**src/rtl/stopwatch_pkg.sv**
```systemverilog
// ============================================================================
// Module      : stopwatch_pkg
// Description : Shared state encoding and constants for the stopwatch control.
// Revision    : 1.0 - initial release
// ============================================================================
`default_nettype none

package stopwatch_pkg;

    typedef enum logic [1:0] {
        IDLE  = 2'd0,
        RUN   = 2'd1,
        PAUSE = 2'd2,
        DONE  = 2'd3
    } state_t;

    localparam logic [3:0] BCD_NINE  = 4'd9;
    localparam logic [7:0] LIMIT_OFF = 8'h00;

endpackage

`default_nettype wire

```
**src/rtl/stopwatch_edge_rise.sv**
```systemverilog
// ============================================================================
// Module      : edge_rise
// Description : Single-bit rising-edge detector; history resets high so a
//               level already asserted at reset release is not an event.
// Revision    : 1.0 - initial release
// ============================================================================
`default_nettype none

module edge_rise (
    input  logic Clock,
    input  logic Reset,
    input  logic Level,
    output logic Rise
);

    logic r_prev;

    always_ff @(posedge Clock or posedge Reset) begin
        if (Reset) begin
            r_prev <= 1'b1;
        end else begin
            r_prev <= Level;
        end
    end

    assign Rise = Level & ~r_prev;

endmodule

`default_nettype wire

```
**src/rtl/stopwatch_ctrl.sv**
```systemverilog
// ============================================================================
// Module      : stopwatch_ctrl
// Description : Key-event sequencer, tick prescaler, limit stop and lap hold
//               for a two-digit BCD seconds counter.
// Revision    : 1.0 - initial release
// ============================================================================
`default_nettype none

module stopwatch_ctrl
    import stopwatch_pkg::*;
#(
    parameter int TICK_DIV = 50000000,
    parameter int DIV_W    = 26
) (
    input  logic       Clock,
    input  logic       Reset,
    input  logic       StartStop,
    input  logic       Clear,
    input  logic       Lap,
    input  logic [3:0] LimBCD1,
    input  logic [3:0] LimBCD0,
    input  logic [3:0] CntBCD1,
    input  logic [3:0] CntBCD0,
    output logic       CountEnable,
    output logic       CountReset,
    output logic       Running,
    output logic       Done,
    output logic       Hold,
    output logic [3:0] DispBCD1,
    output logic [3:0] DispBCD0
);

    localparam logic [DIV_W-1:0] c_presc_last = DIV_W'(TICK_DIV - 1);

    state_t           r_state, w_state_nxt;
    logic [DIV_W-1:0] r_presc, w_presc_nxt;
    logic             r_count_enable, w_count_enable_nxt;
    logic             r_count_reset, w_count_reset_nxt;
    logic             r_hold, w_hold_nxt;
    logic [3:0]       r_disp1, r_disp0;

    logic w_ss_ev, w_clr_ev, w_lap_ev;
    logic [7:0] w_limit;
    logic w_lim_en, w_hit, w_wrap;

    edge_rise u_edge_ss  (.Clock(Clock), .Reset(Reset), .Level(StartStop), .Rise(w_ss_ev));
    edge_rise u_edge_clr (.Clock(Clock), .Reset(Reset), .Level(Clear),     .Rise(w_clr_ev));
    edge_rise u_edge_lap (.Clock(Clock), .Reset(Reset), .Level(Lap),       .Rise(w_lap_ev));

    // A limit with a non-decimal digit can never match, so treat it as off.
    assign w_limit  = {LimBCD1, LimBCD0};
    assign w_lim_en = (w_limit != LIMIT_OFF) && (LimBCD1 <= BCD_NINE) && (LimBCD0 <= BCD_NINE);
    assign w_hit    = w_lim_en && ({CntBCD1, CntBCD0} == w_limit);
    assign w_wrap   = (r_presc == c_presc_last);

    always_comb begin
        w_state_nxt        = r_state;
        w_presc_nxt        = r_presc;
        w_count_enable_nxt = 1'b0;
        w_count_reset_nxt  = 1'b0;
        w_hold_nxt         = r_hold;
        if (w_clr_ev) begin
            w_state_nxt       = IDLE;
            w_presc_nxt       = '0;
            w_hold_nxt        = 1'b0;
            w_count_reset_nxt = 1'b1;
        end else begin
            case (r_state)
                IDLE: begin
                    if (w_ss_ev) w_state_nxt = RUN;
                end
                RUN: begin
                    if (w_hit) begin
                        // Prescaler freezes and hold is left as it is.
                        w_state_nxt = DONE;
                    end else begin
                        w_presc_nxt        = w_wrap ? '0 : r_presc + 1'b1;
                        w_count_enable_nxt = w_wrap;
                        if (w_ss_ev)       w_state_nxt = PAUSE;
                        else if (w_lap_ev) w_hold_nxt  = ~r_hold;
                    end
                end
                PAUSE: begin
                    if (w_ss_ev)       w_state_nxt = RUN;
                    else if (w_lap_ev) w_hold_nxt  = ~r_hold;
                end
                default: ;
            endcase
        end
    end

    always_ff @(posedge Clock or posedge Reset) begin
        if (Reset) begin
            r_state        <= IDLE;
            r_presc        <= '0;
            r_count_enable <= 1'b0;
            r_count_reset  <= 1'b0;
            r_hold         <= 1'b0;
            r_disp1        <= 4'd0;
            r_disp0        <= 4'd0;
        end else begin
            r_state        <= w_state_nxt;
            r_presc        <= w_presc_nxt;
            r_count_enable <= w_count_enable_nxt;
            r_count_reset  <= w_count_reset_nxt;
            r_hold         <= w_hold_nxt;
            if (!r_hold) begin
                r_disp1 <= CntBCD1;
                r_disp0 <= CntBCD0;
            end
        end
    end

    assign CountEnable = r_count_enable;
    assign CountReset  = r_count_reset;
    assign Running     = (r_state == RUN);
    assign Done        = (r_state == DONE);
    assign Hold        = r_hold;
    assign DispBCD1    = r_disp1;
    assign DispBCD0    = r_disp0;

endmodule

`default_nettype wire

```
**config.mk**
```make
export PLATFORM = sky130hd
export DESIGN_NAME = stopwatch_ctrl
export DESIGN_NICKNAME = d
export VERILOG_FILES = /design/src/rtl/stopwatch_pkg.sv /design/src/rtl/stopwatch_edge_rise.sv /design/src/rtl/stopwatch_ctrl.sv
export SDC_FILE = /design/constraint.sdc
export NUM_CORES = 1
export LEC_CHECK = 0
export ABC_AREA = 1
export CAP_MARGIN = 20
export CORE_MARGIN = 10
export CORE_UTILIZATION = 50
export CTS_CLUSTER_DIAMETER = 200
export DETAILED_ROUTE_END_ITERATION = 16
export PLACE_DENSITY = 0.73
export SKIP_LAST_GASP = 1
export SYNTH_ARGS = -nofsm -noshare
export SYNTH_HDL_FRONTEND = slang
export SYNTH_SLANG_ARGS = --single-unit
```
**constraint.sdc**
```tcl
create_clock -name Clock -period 4.47 [get_ports Clock]
set_input_delay 1.341 -clock Clock [delete_from_list [all_inputs] [get_ports Clock]]
set_output_delay 1.341 -clock Clock [all_outputs]
set_load 0.1 [all_outputs]
```
==> results.md, run 1 <==
- Status: finished clean
- Final Skew: 0.006134 ns
- Final Max Tran Viols: 0
- Layout cells sized above 1: 0.06588
- Starting density of the core: 0.5089
- Xor and xnor fraction of the mapped netlist area: 0.05063
- Syn-to-layout area delta: 17.50%
- I/O pins: 34
- Rows: 27
- Worst EP arrival: 2.19 ns
- DRC violations left: 0
- Final setup fails: 0
- RSZ-0062 raised after global routing: no
- Mapped cell area: 2768 µm²
- Hold Fails Final Rpt: 0
- Largest family of logic cells by synthesized area: simple AND/OR/NAND/NOR gates
- Cells along the critical path: inv_1 > ha_1 > clkdlybuf4s50_1
- Peak VDD IR: 0.3930 mV
- Vias in the first global route: 2,593
- Core ar.: 5439 µm²
- Die Wd: 94.40 µm
- Syn_nets: 416
- Crit path time final: 3.528 ns
- Leak: 1.499 nW
- PwrDens: 474.2 nW/µm²
- Setup TNS: 0 ns
- Yosys warns: 0
- CTS buffer count: 5
- Die Ht: 94.40 µm
- Nets: 450
- EDFF count, synth: 0
- Routed vias/inst: 5.243
- DR vias: 2,606
- Post-CTS Setup Bufs: 0
- Largest net degree at the start of global routing: 43
- Fraction of registers with async set/reset: 1.000
- First-pass GRT wire length: 12,300 µm
- CTS tree: done
- Max-Cap Viols: 0
- CP top delay family: buffers and inverters
- CP Class: reg -> out
- Buf/Inv on CP: 2
- Flip-flop and latch area: 1055 µm²
- Die Area: 8911 µm²
- Synth top area cells: dfrtp_1, nand2_1, nor2_1
- Multi-input logic area: 1475 µm²
- Remaining antenna violation count: 0
- Commonest register cell after synthesis: dfrtp_1
- Adder-Cell Fraction of Synth Area: 0.02260
- TritonRoute pass-1 iters: 4
- Yosys top cell area share: 0.3526
- CP Capture Type: output port
- Max incr delay on CP: 1.16 ns
- Post-DP HPWL: 5308 µm
- Clk sinks: 42
- Clock Tree Buf Depth: 2
- Antenna Cells: 0
- CP max FO: 4
- Syn Inst Count: 390
- GRT Total Usage: 0.1697
- Mux share of post-synthesis cell area: 0
- CTS Hold Bufs: 0
- Root cell of the clock tree: clkbuf_8
- Most common cell in the synthesized netlist: nand2_1
- Worst path required time: 3.13 ns
- Post-DR wirelength/cell: 14.14 µm
- Leading area contributor after synthesis: dfrtp_1
- Routed WL: 7030 µm
- Hold Path Class: reg -> reg
- Achievable frequency: 283.5 MHz
- Htree depth: 2
- Final total power: 1.542 mW
- Fill cells: 504
- Worst relative slew slack: 0.3344
- Dpl cells: 489
- Total grt overflow: 0
- Clock latency on the worst-skew pair: 0.30 ns
- IO Port Bufs: 33
- Post-route insts no fill: 497
- Post-cts sizing count: 0
- Crit share post-route: 0.7892
- Antenna violations before repair: 0
- Post-Synth Simple-Gate Area: 0.4055
- First DRT Iteration DRCs: 192
- Routability cong.: 0.8995
- Startpoint Class: flip-flop
- Number of unique standard cell types used by synthesis: 28
- Slowest cell on crit path: clkdlybuf4s50_1
- Syn avg cell area: 7.097 µm²
- Register area share after synthesis: 0.3811
- #FFs+latches synth: 42
- Post-synthesis compound-gate area fraction: 0.05425
- Clock Pin Slew Worst Setup and Hold Paths: 0.08 ns
- Worst slew pin tran: 0.9952 ns
- Commonest cells in the netlist: nand2_1, nor2_1, inv_1
==> final timing paths <==
check                                        start                    endpoint  slack (ns)  cells past startpoint
setup / recovery            r_state[1]$_DFFE_PP0P_                     Running        0.94                      3
hold / removal             DispBCD0[0]$_DFFE_PP0N_     DispBCD0[0]$_DFFE_PP0N_        0.48                      2
setup reg to reg            r_presc[0]$_DFFE_PP0P_     r_presc[22]$_DFFE_PP0P_        2.39                     10
hold reg to reg            DispBCD0[0]$_DFFE_PP0N_     DispBCD0[0]$_DFFE_PP0N_        0.48                      2
max in group asynchronous                    Reset  u_edge_ss.r_prev$_DFF_PP1_        2.61                      3
min in group asynchronous                    Reset     DispBCD0[0]$_DFFE_PP0N_        1.48                      3
==> flip-flops by register name, indices dropped and copies added, names as in the netlist <==
signal             cells
CountEnable            1
CountReset             1
DispBCD0               4
DispBCD1               4
Hold                   1
r_presc               26
r_state                2
u_edge_clr.r_prev      1
u_edge_lap.r_prev      1
u_edge_ss.r_prev       1
==> tightest hold or removal path, delay by kind of cell (launching register included) <==
kind / cells / cell delay, ns
flip-flops: 1 / 0.35
AND/OR/NAND/NOR: 2 / 0.10
==> cell usage in the layout (no fill, tap or decap), drive strengths merged <==
cell	netlist	final
nor2	45	45
buf	5	3
nand2	123	123
o21ai	24	24
nand3b	1	1
clkinvlp	0	1
clkdlybuf4s50	0	33
nor3b	1	1
xnor2	7	7
ha	5	5
or2	4	4
inv	43	43
clkbuf	4	6
nand4	26	26
nor4	2	2
dfrtp	39	39
bufinv	0	1
nor3	10	10
dfstp	3	3
clkinv	2	2
xor2	9	9
nand3	31	31
a21oi	6	6
==> kinds of logic (layout without fill, tap and decap cells) <==
kind of cell    after synthesis  in the layout
simple gates                243            243
flops                        42             42
xor+xnor                     16             16
fa+ha+maj                     5              5
compound gates               30             30
buf+inv                      54             89
==> layer usage <==
| metal | GRT usage | vias up | share of wire | wire length (µm) |
|---|---|---|---|---|
| li1 | - | 1328 | - | - |
| met1 | 0.2252 | 1197 | 0.46 | 3267 |
| met2 | 0.2740 | 72 | 0.46 | 3262 |
| met3 | 0.03331 | 9 | 0.055 | 390 |
| met4 | 0.04810 | 0 | 0.016 | 110 |
| met5 | 0 | - | 0 | 0 |
==> per-stage QoR <==
step	instance area (µm²)	worst slack (ns)	hold WS, ns	util
after floorplan	2768	1.842	0.4708	-
after global placement	3142	1.206	0.4613	0.5776
after detailed placement	3142	1.082	0.4695	0.5776
after CTS	3252	0.9258	0.4898	0.5979
after global routing	3252	0.8403	0.5161	0.5979
final	3252	0.9421	0.4820	0.5979
==> power breakdown <==
part | switching, mW | total [mW] | leakage [nW] | internal [mW]
sequential | 0.0824 | 0.536 | 0.551 | 0.454
clock | 0.137 | 0.304 | 0.0514 | 0.167
combinational | 0.529 | 0.702 | 0.897 | 0.173
==> area by class of cell <==
class                           instances  share of cell area
Inverter                               45             0.05194
Clock buffer                            6             0.02232
Clock inverter                          2             0.01154
Timing Repair Buffer                   36              0.1085
Tap cell                               72             0.02770
Multi-Input combinational cell        294              0.4536
Sequential cell                        42              0.3244
Note: power is estimated with default switching activity, not from simulation.
==> run 2: changes to the inputs <==
PLACE_DENSITY = 0.76   (was 0.73)
clock period = 3 ns   (was 4.47 ns; I/O delays follow)
==> results.md, run 2 (same netlist as run 1, synthesis figures left out) <==
- CTS Hold Bufs: 0 (unchanged)
- Post-cts sizing count: 0 (unchanged)
- Root cell of the clock tree: clkbuf_8 (unchanged)
- Worst EP arrival: 2.63 ns (was 2.19 ns)
- Routed vias/inst: 5.204 (was 5.243)
- Pre-CTS setup slack: 0.2379 ns (was 1.082 ns)
- Routed WL: 7026 µm (was 7030 µm)
- Slowest cell on crit path: clkdlybuf4s50_1 (unchanged)
- Htree depth: 2 (unchanged)
- Die Wd: 94.40 µm (unchanged)
- Final worst setup slack: 0.5729 ns (was 0.9421 ns)
- Largest net degree at the start of global routing: 43 (unchanged)
- Worst path required time: 3.20 ns (was 3.13 ns)
- Crit path time final: 2.427 ns
- Post-DR wirelength/cell: 14.08 µm (was 14.14 µm)
- Final Max Tran Viols: 0 (unchanged)
- First-pass GRT wire length: 12,100 µm (was 12,300 µm)
- Post-CTS Setup Bufs: 0 (unchanged)
- Hold Fails Final Rpt: 0 (unchanged)
- Antenna Cells: 0 (unchanged)
- Remaining antenna violation count: 0 (unchanged)
- Leak: 1.526 nW (was 1.499 nW)
- I/O pins: 34 (unchanged)
- Flip-flop and latch area: 1055 µm² (unchanged)
- Hold Path Class: reg -> reg (unchanged)
- Most flops, register: r_presc (unchanged)
- Most common cell after layout, fill and taps aside: nand2_1 (unchanged)
- Cells along the critical path: clkdlybuf4s50_1 > nor2_1 > nand2_1 > nor2_1 > nor2_1 > nand3_1 > nand2_1 > inv_1 > nand4_1 > o21ai_0 (was inv_1 > ha_1 > clkdlybuf4s50_1)
- Rows: 27 (unchanged)
- Most frequent cells in the layout: nand2_1, nor2_1, inv_1, dfrtp_1, nand3_1 (was nand2_1, nor2_1, inv_1, dfrtp_1, clkdlybuf4s50_1)
- Setup TNS: 0 ns (unchanged)
- Worst relative slew slack: 0.6546 (was 0.3344)
- CTS tree: done (unchanged)
- Clk sinks: 42 (unchanged)
- Starting density of the core: 0.5089 (unchanged)
- Routability cong.: 0.9164 (was 0.8995)
- Final Skew: 0.006780 ns (was 0.006134 ns)
- DR vias: 2,597 (was 2,606)
- Worst slew pin tran: 0.5181 ns (was 0.9952 ns)
- Hold_ws: 0.4854 ns (was 0.4820 ns)
- Die Area: 8911 µm² (unchanged)
- Clock Tree Buf Depth: 2 (unchanged)
- Startpoint Class: primary input (was flip-flop)
- CTS buffer count: 5 (unchanged)
- Status: finished clean (unchanged)
- Fill cells: 528 (was 504)
- Max-Cap Viols: 0 (unchanged)
- CP max FO: 15 (was 4)
- Antenna violations before repair: 0 (unchanged)
- Core ar.: 5439 µm² (unchanged)
- TritonRoute pass-1 iters: 4 (unchanged)
- CP Capture Type: flip-flop (was output port)
- Clock latency on the worst-skew pair: 0.29 ns (was 0.30 ns)
- Peak VDD IR: 0.4623 mV (was 0.3930 mV)
- CP Class: in -> reg (was reg -> out)
- Final setup fails: 0 (unchanged)
- Post-DP HPWL: 5339 µm (was 5308 µm)
- Multi-input logic area: 1475 µm² (unchanged)
- Die Ht: 94.40 µm (unchanged)
- First DRT Iteration DRCs: 255 (was 192)
- Max reg flops: 26 (unchanged)
- Total grt overflow: 0 (unchanged)
- Crit share post-route: 0.8090
- Vias in the first global route: 2,529 (was 2,593)
- RSZ-0062 raised after global routing: no (unchanged)
- Nets: 452 (was 450)
- Syn-to-layout area delta: 16.73% (was 17.50%)
- Worst path most repeated cell: nor2_1
- PwrDens: 702.2 nW/µm² (was 474.2 nW/µm²)
- DRC violations left: 0 (unchanged)
- Layout cells sized above 1: 0.09836 (was 0.06588)
- Max incr delay on CP: 0.45 ns (was 1.16 ns)
- IO Port Bufs: 33 (unchanged)
- Achievable frequency: 412.0 MHz
- GRT Total Usage: 0.1661 (was 0.1697)
- Clock Pin Slew Worst Setup and Hold Paths: 0.07 ns (was 0.08 ns)
run 2: cell type report:
class,instances,share of cell area
inverters,45,0.05229
flip-flops and latches,42,0.3265
clock buffers,7,0.02363
clock inverters,1,0.009295
repair buffers,38,0.1038
multi-input cells,294,0.4566
well taps,72,0.02789
run 2: worst paths after layout:
| path | cells past startpoint | from | endpoint | slack, ns |
|---|---|---|---|---|
| hold reg to reg | 2 | DispBCD1[3]$_DFFE_PP0N_ | DispBCD1[3]$_DFFE_PP0N_ | 0.49 |
| setup reg to reg | 10 | r_presc[0]$_DFFE_PP0P_ | r_presc[20]$_DFFE_PP0P_ | 0.93 |
| min in group asynchronous | 3 | Reset | r_presc[19]$_DFFE_PP0P_ | 1.04 |
| setup / recovery | 10 | LimBCD0[3] | r_presc[2]$_DFFE_PP0P_ | 0.57 |
| max in group asynchronous | 3 | Reset | u_edge_ss.r_prev$_DFF_PP1_ | 1.59 |
| hold / removal | 2 | DispBCD1[3]$_DFFE_PP0N_ | DispBCD1[3]$_DFFE_PP0N_ | 0.49 |
run 2: critical path, delay by kind of cell:
| family | cells | cell delay, ns |
|---|---|---|
| buffers and inverters | 2 | 0.84 |
| AND/OR/NAND/NOR | 7 | 0.75 |
| AO/OA/AOI/OAI | 1 | 0.12 |
run 2: power by group:
part	switching, mW	internal [mW]	leakage (nW)	total, mW
clock	0.187	0.249	0.0524	0.436
sequential	0.125	0.676	0.551	0.802
combinational	0.786	0.244	0.922	1.03
total	1.10	1.17	1.53	2.27
run 2: through the flow:
step | cells | area (µm²) | total power, mW | utilization
after floorplan | 390 | 2768 | 1.606 | -
after detailed placement | 491 | 3124 | 1.848 | 0.5744
final | 499 | 3231 | 2.268 | 0.5940
after CTS | 499 | 3231 | 2.288 | 0.5940
after global placement | 491 | 3124 | 1.823 | 0.5744
after global routing | 499 | 3231 | 2.409 | 0.5940
run 2: routing by layer:
layer | global-route usage | share of wire | wire (µm) | up-vias
met5 | 0 | 0 | 0 | -
met4 | 0.05696 | 0.020 | 143 | 0
met3 | 0.02855 | 0.051 | 359 | 14
met2 | 0.2775 | 0.47 | 3294 | 73
met1 | 0.2114 | 0.46 | 3229 | 1171
li1 | - | - | - | 1339
==> run 3: changes to the inputs <==
clock period = 2 ns   (was 3 ns; I/O delays follow)
==> results.md, run 3 (same netlist as run 1, synthesis figures left out) <==
- Status: finished clean (unchanged)
- R2R setup slack: 0.17 ns (was 0.93 ns)
- Max incr delay on CP: 0.49 ns (was 0.45 ns)
- Max reg flops: 26 (unchanged)
- GR Util met3: 0.02776 (was 0.02855)
- Hold Path Class: reg -> reg (unchanged)
- Most frequent cells in the layout: nand2_1, nor2_1, inv_1, dfrtp_1, nand3_1 (unchanged)
- Routability cong.: 0.8927 (was 0.9164)
- DR vias: 2,737 (was 2,597)
- First DRT Iteration DRCs: 325 (was 255)
- Largest net degree at the start of global routing: 30 (was 43)
- Post-DP HPWL: 5851 µm (was 5339 µm)
- Starting density of the core: 0.5089 (unchanged)
- Cells along the critical path: clkdlybuf4s50_1 > xnor2_1 > nand2_1 > nor2_2 > nand3_2 > buf_4 > nand3b_1 > buf_4 > nand4_1 > nand2_1 (was clkdlybuf4s50_1 > nor2_1 > nand2_1 > nor2_1 > nor2_1 > nand3_1 > nand2_1 > inv_1 > nand4_1 > o21ai_0)
- CP Capture Type: flip-flop (unchanged)
- Met2 GRT Util: 0.2986 (was 0.2775)
- Antenna Cells: 0 (unchanged)
- Layout cells sized above 1: 0.1516 (was 0.09836)
- Final setup fails: 0 (unchanged)
- Final total power: 3.889 mW (was 2.268 mW)
- Routed WL: 7730 µm (was 7026 µm)
- Final Skew: 0.005476 ns (was 0.006780 ns)
- Sequential power share: 0.320 (was 0.353)
- CTS buffer count: 5 (unchanged)
- Nets: 467 (was 452)
- RSZ-0062 raised after global routing: yes (was no)
- Sw Share: 0.4586 (was 0.4844)
- Clk sinks: 42 (unchanged)
- Clock latency on the worst-skew pair: 0.30 ns (was 0.29 ns)
- Rows: 27 (unchanged)
- First-pass GRT wire length: 12,600 µm (was 12,100 µm)
- Hold Fails Final Rpt: 0 (unchanged)
- Core ar.: 5439 µm² (unchanged)
- Buf/Inv on CP: 3 (was 2)
- Psw: 1.783 mW (was 1.099 mW)
- Total grt overflow: 0 (unchanged)
- Die Wd: 94.40 µm (unchanged)
- Worst relative slew slack: 0.6248 (was 0.6546)
- Reg-to-reg critical path startpoint: r_presc[0]$_DFFE_PP0P_ (unchanged)
- Most common cell after layout, fill and taps aside: nand2_1 (unchanged)
- PwrDens: 1077 nW/µm² (was 702.2 nW/µm²)
- DRC violations left: 0 (unchanged)
- Fin area: 3611 µm² (was 3231 µm²)
- TritonRoute pass-1 iters: 5 (was 4)
- Max-Cap Viols: 0 (unchanged)
- CP startpoint: LimBCD0[0] (was LimBCD0[3])
- Achievable frequency: 512.4 MHz
- Clock Tree Buf Depth: 2 (unchanged)
- Worst path required time: 2.24 ns (was 3.20 ns)
- GR peak layer: met2 (unchanged)
- Placed cell areas: 3405 µm² (was 3124 µm²)
- GR Util met1: 0.2256 (was 0.2114)
- Post-DR wirelength/cell: 15.04 µm (was 14.08 µm)
- Internal power: 2.105 mW (was 1.170 mW)
- Startpoint Class: primary input (unchanged)
- CP max FO: 3 (was 15)
- CP top delay family: buffers and inverters (unchanged)
- Dpl cells: 503 (was 491)
- Die Ht: 94.40 µm (unchanged)
- Reg2reg path depth: 9 (was 10)
- RR Endpoint: r_presc[24]$_DFFE_PP0P_ (was r_presc[20]$_DFFE_PP0P_)
- Routed vias/inst: 5.325 (was 5.204)
- Root cell of the clock tree: clkbuf_8 (unchanged)
- Die Area: 8911 µm² (unchanged)
- Critical path depth: 10 (unchanged)
- Final Max Tran Viols: 0 (unchanged)
- Worst EP arrival: 2.19 ns (was 2.63 ns)
- Most flops, register: r_presc (unchanged)
- Crit share post-route: 0.9758
- Htree depth: 2 (unchanged)
- Clk pwr share: 0.173 (was 0.192)
- Post-route insts no fill: 514 (was 499)
- Clock Pin Slew Worst Setup and Hold Paths: 0.08 ns (was 0.07 ns)
- IO Port Bufs: 33 (unchanged)
- Slowest cell on crit path: clkdlybuf4s50_1 (unchanged)
- Syn-to-layout area delta: 30.47% (was 16.73%)
- Remaining antenna violation count: 0 (unchanged)
- Leak: 1.752 nW (was 1.526 nW)
- I/O pins: 34 (unchanged)
- Peak VDD IR: 0.8206 mV (was 0.4623 mV)
- Antenna violations before repair: 0 (unchanged)
- CP Class: in -> reg (unchanged)
- Crit path time final: 1.952 ns
- Combinational Power Share: 0.507 (was 0.454)
- Critical Path Sink: r_state[0]$_DFFE_PP0P_ (was r_presc[2]$_DFFE_PP0P_)
- Setup TNS: 0 ns (unchanged)
- CTS tree: done (unchanged)
- GRT Total Usage: 0.1762 (was 0.1661)
- Vias in the first global route: 2,558 (was 2,529)
- Hold_ws: 0.5261 ns (was 0.4854 ns)
- Worst slew pin tran: 0.5593 ns (was 0.5181 ns)
run 3: cell types whose count changed in the layout (fill, tap and decap cells not counted), moves of 2 or more:
cell / previous run / this run
buf_12: 0 / 16
buf_4: 18 / 16
clkdlybuf4s50_1: 20 / 11
clkinvlp_4: 0 / 2
dlymetal6s2s_1: 0 / 9
inv_1: 42 / 40
nand2_4: 0 / 2
nand3_1: 30 / 28
nand3_2: 1 / 3
nor2_1: 44 / 41
nor2_2: 0 / 3
run 3: worst min-delay path by stage:
stage                                    endpoint                     from  depth (start not counted)  slack (ns)
after floorplan           r_presc[23]$_DFFE_PP0P_  r_presc[23]$_DFFE_PP0P_                          2        0.47
after global placement    r_presc[23]$_DFFE_PP0P_  r_presc[23]$_DFFE_PP0P_                          2        0.49
after detailed placement  r_presc[23]$_DFFE_PP0P_  r_presc[23]$_DFFE_PP0P_                          2        0.50
after CTS                 r_presc[23]$_DFFE_PP0P_  r_presc[23]$_DFFE_PP0P_                          2        0.52
after global routing      r_presc[24]$_DFFE_PP0P_  r_presc[24]$_DFFE_PP0P_                          2        0.54
final                     r_presc[23]$_DFFE_PP0P_  r_presc[23]$_DFFE_PP0P_                          2        0.53
run 3: tightest hold or removal path, stage by stage, from the launching register on:
cell and delay, ns:
dfrtp_1 0.38, nand2_1 0.06, nand2_1 0.06
run 3: area by class of cell:
type,count,area (µm²)
multi-input cells,294,1508
fillers,454,1828
inverters,45,172.7
clock buffers,6,72.57
flip-flops and latches,42,1056
clock inverters,2,37.54
well taps,72,90.09
repair buffers,53,674.4
run 3: what timing repair did:
action / CTS / global route
setup endpoints to repair: 11 / 29
setup buffers: 1 / 2
cloned: 0 / 0
gates resized for setup: 1 / 20
pin swaps: 0 / 5
hold buffers: 0 / 0
run 3: power by group through the flow:
stage	clock network, mW	logic, mW	registers [mW]
2_1_floorplan	0	0.735	1.68
3_3_place_gp	0	1.85	1.25
3_5_place_dp	0	1.89	1.26
4_1_cts	0.687	1.94	1.24
5_1_grt	0.718	2.13	1.28
6_report	0.672	1.97	1.25
run 3: through the flow:
step,utilization,worst slack [ns]
floorplan,-,0.2211
global placement,0.6259,-0.2917
detailed placement,0.6259,-0.3546
CTS,0.6506,0.0001898
global route,0.6639,-0.01522
finish,0.6639,0.04849
run 3: per-layer routing:
| layer | vias up | part of all wire |
|---|---|---|
| met2 | 114 | 0.52 |
| met1 | 1256 | 0.40 |
| met5 | - | 0 |
| li1 | 1358 | - |
| met4 | 0 | 0.013 |
| met3 | 9 | 0.068 |
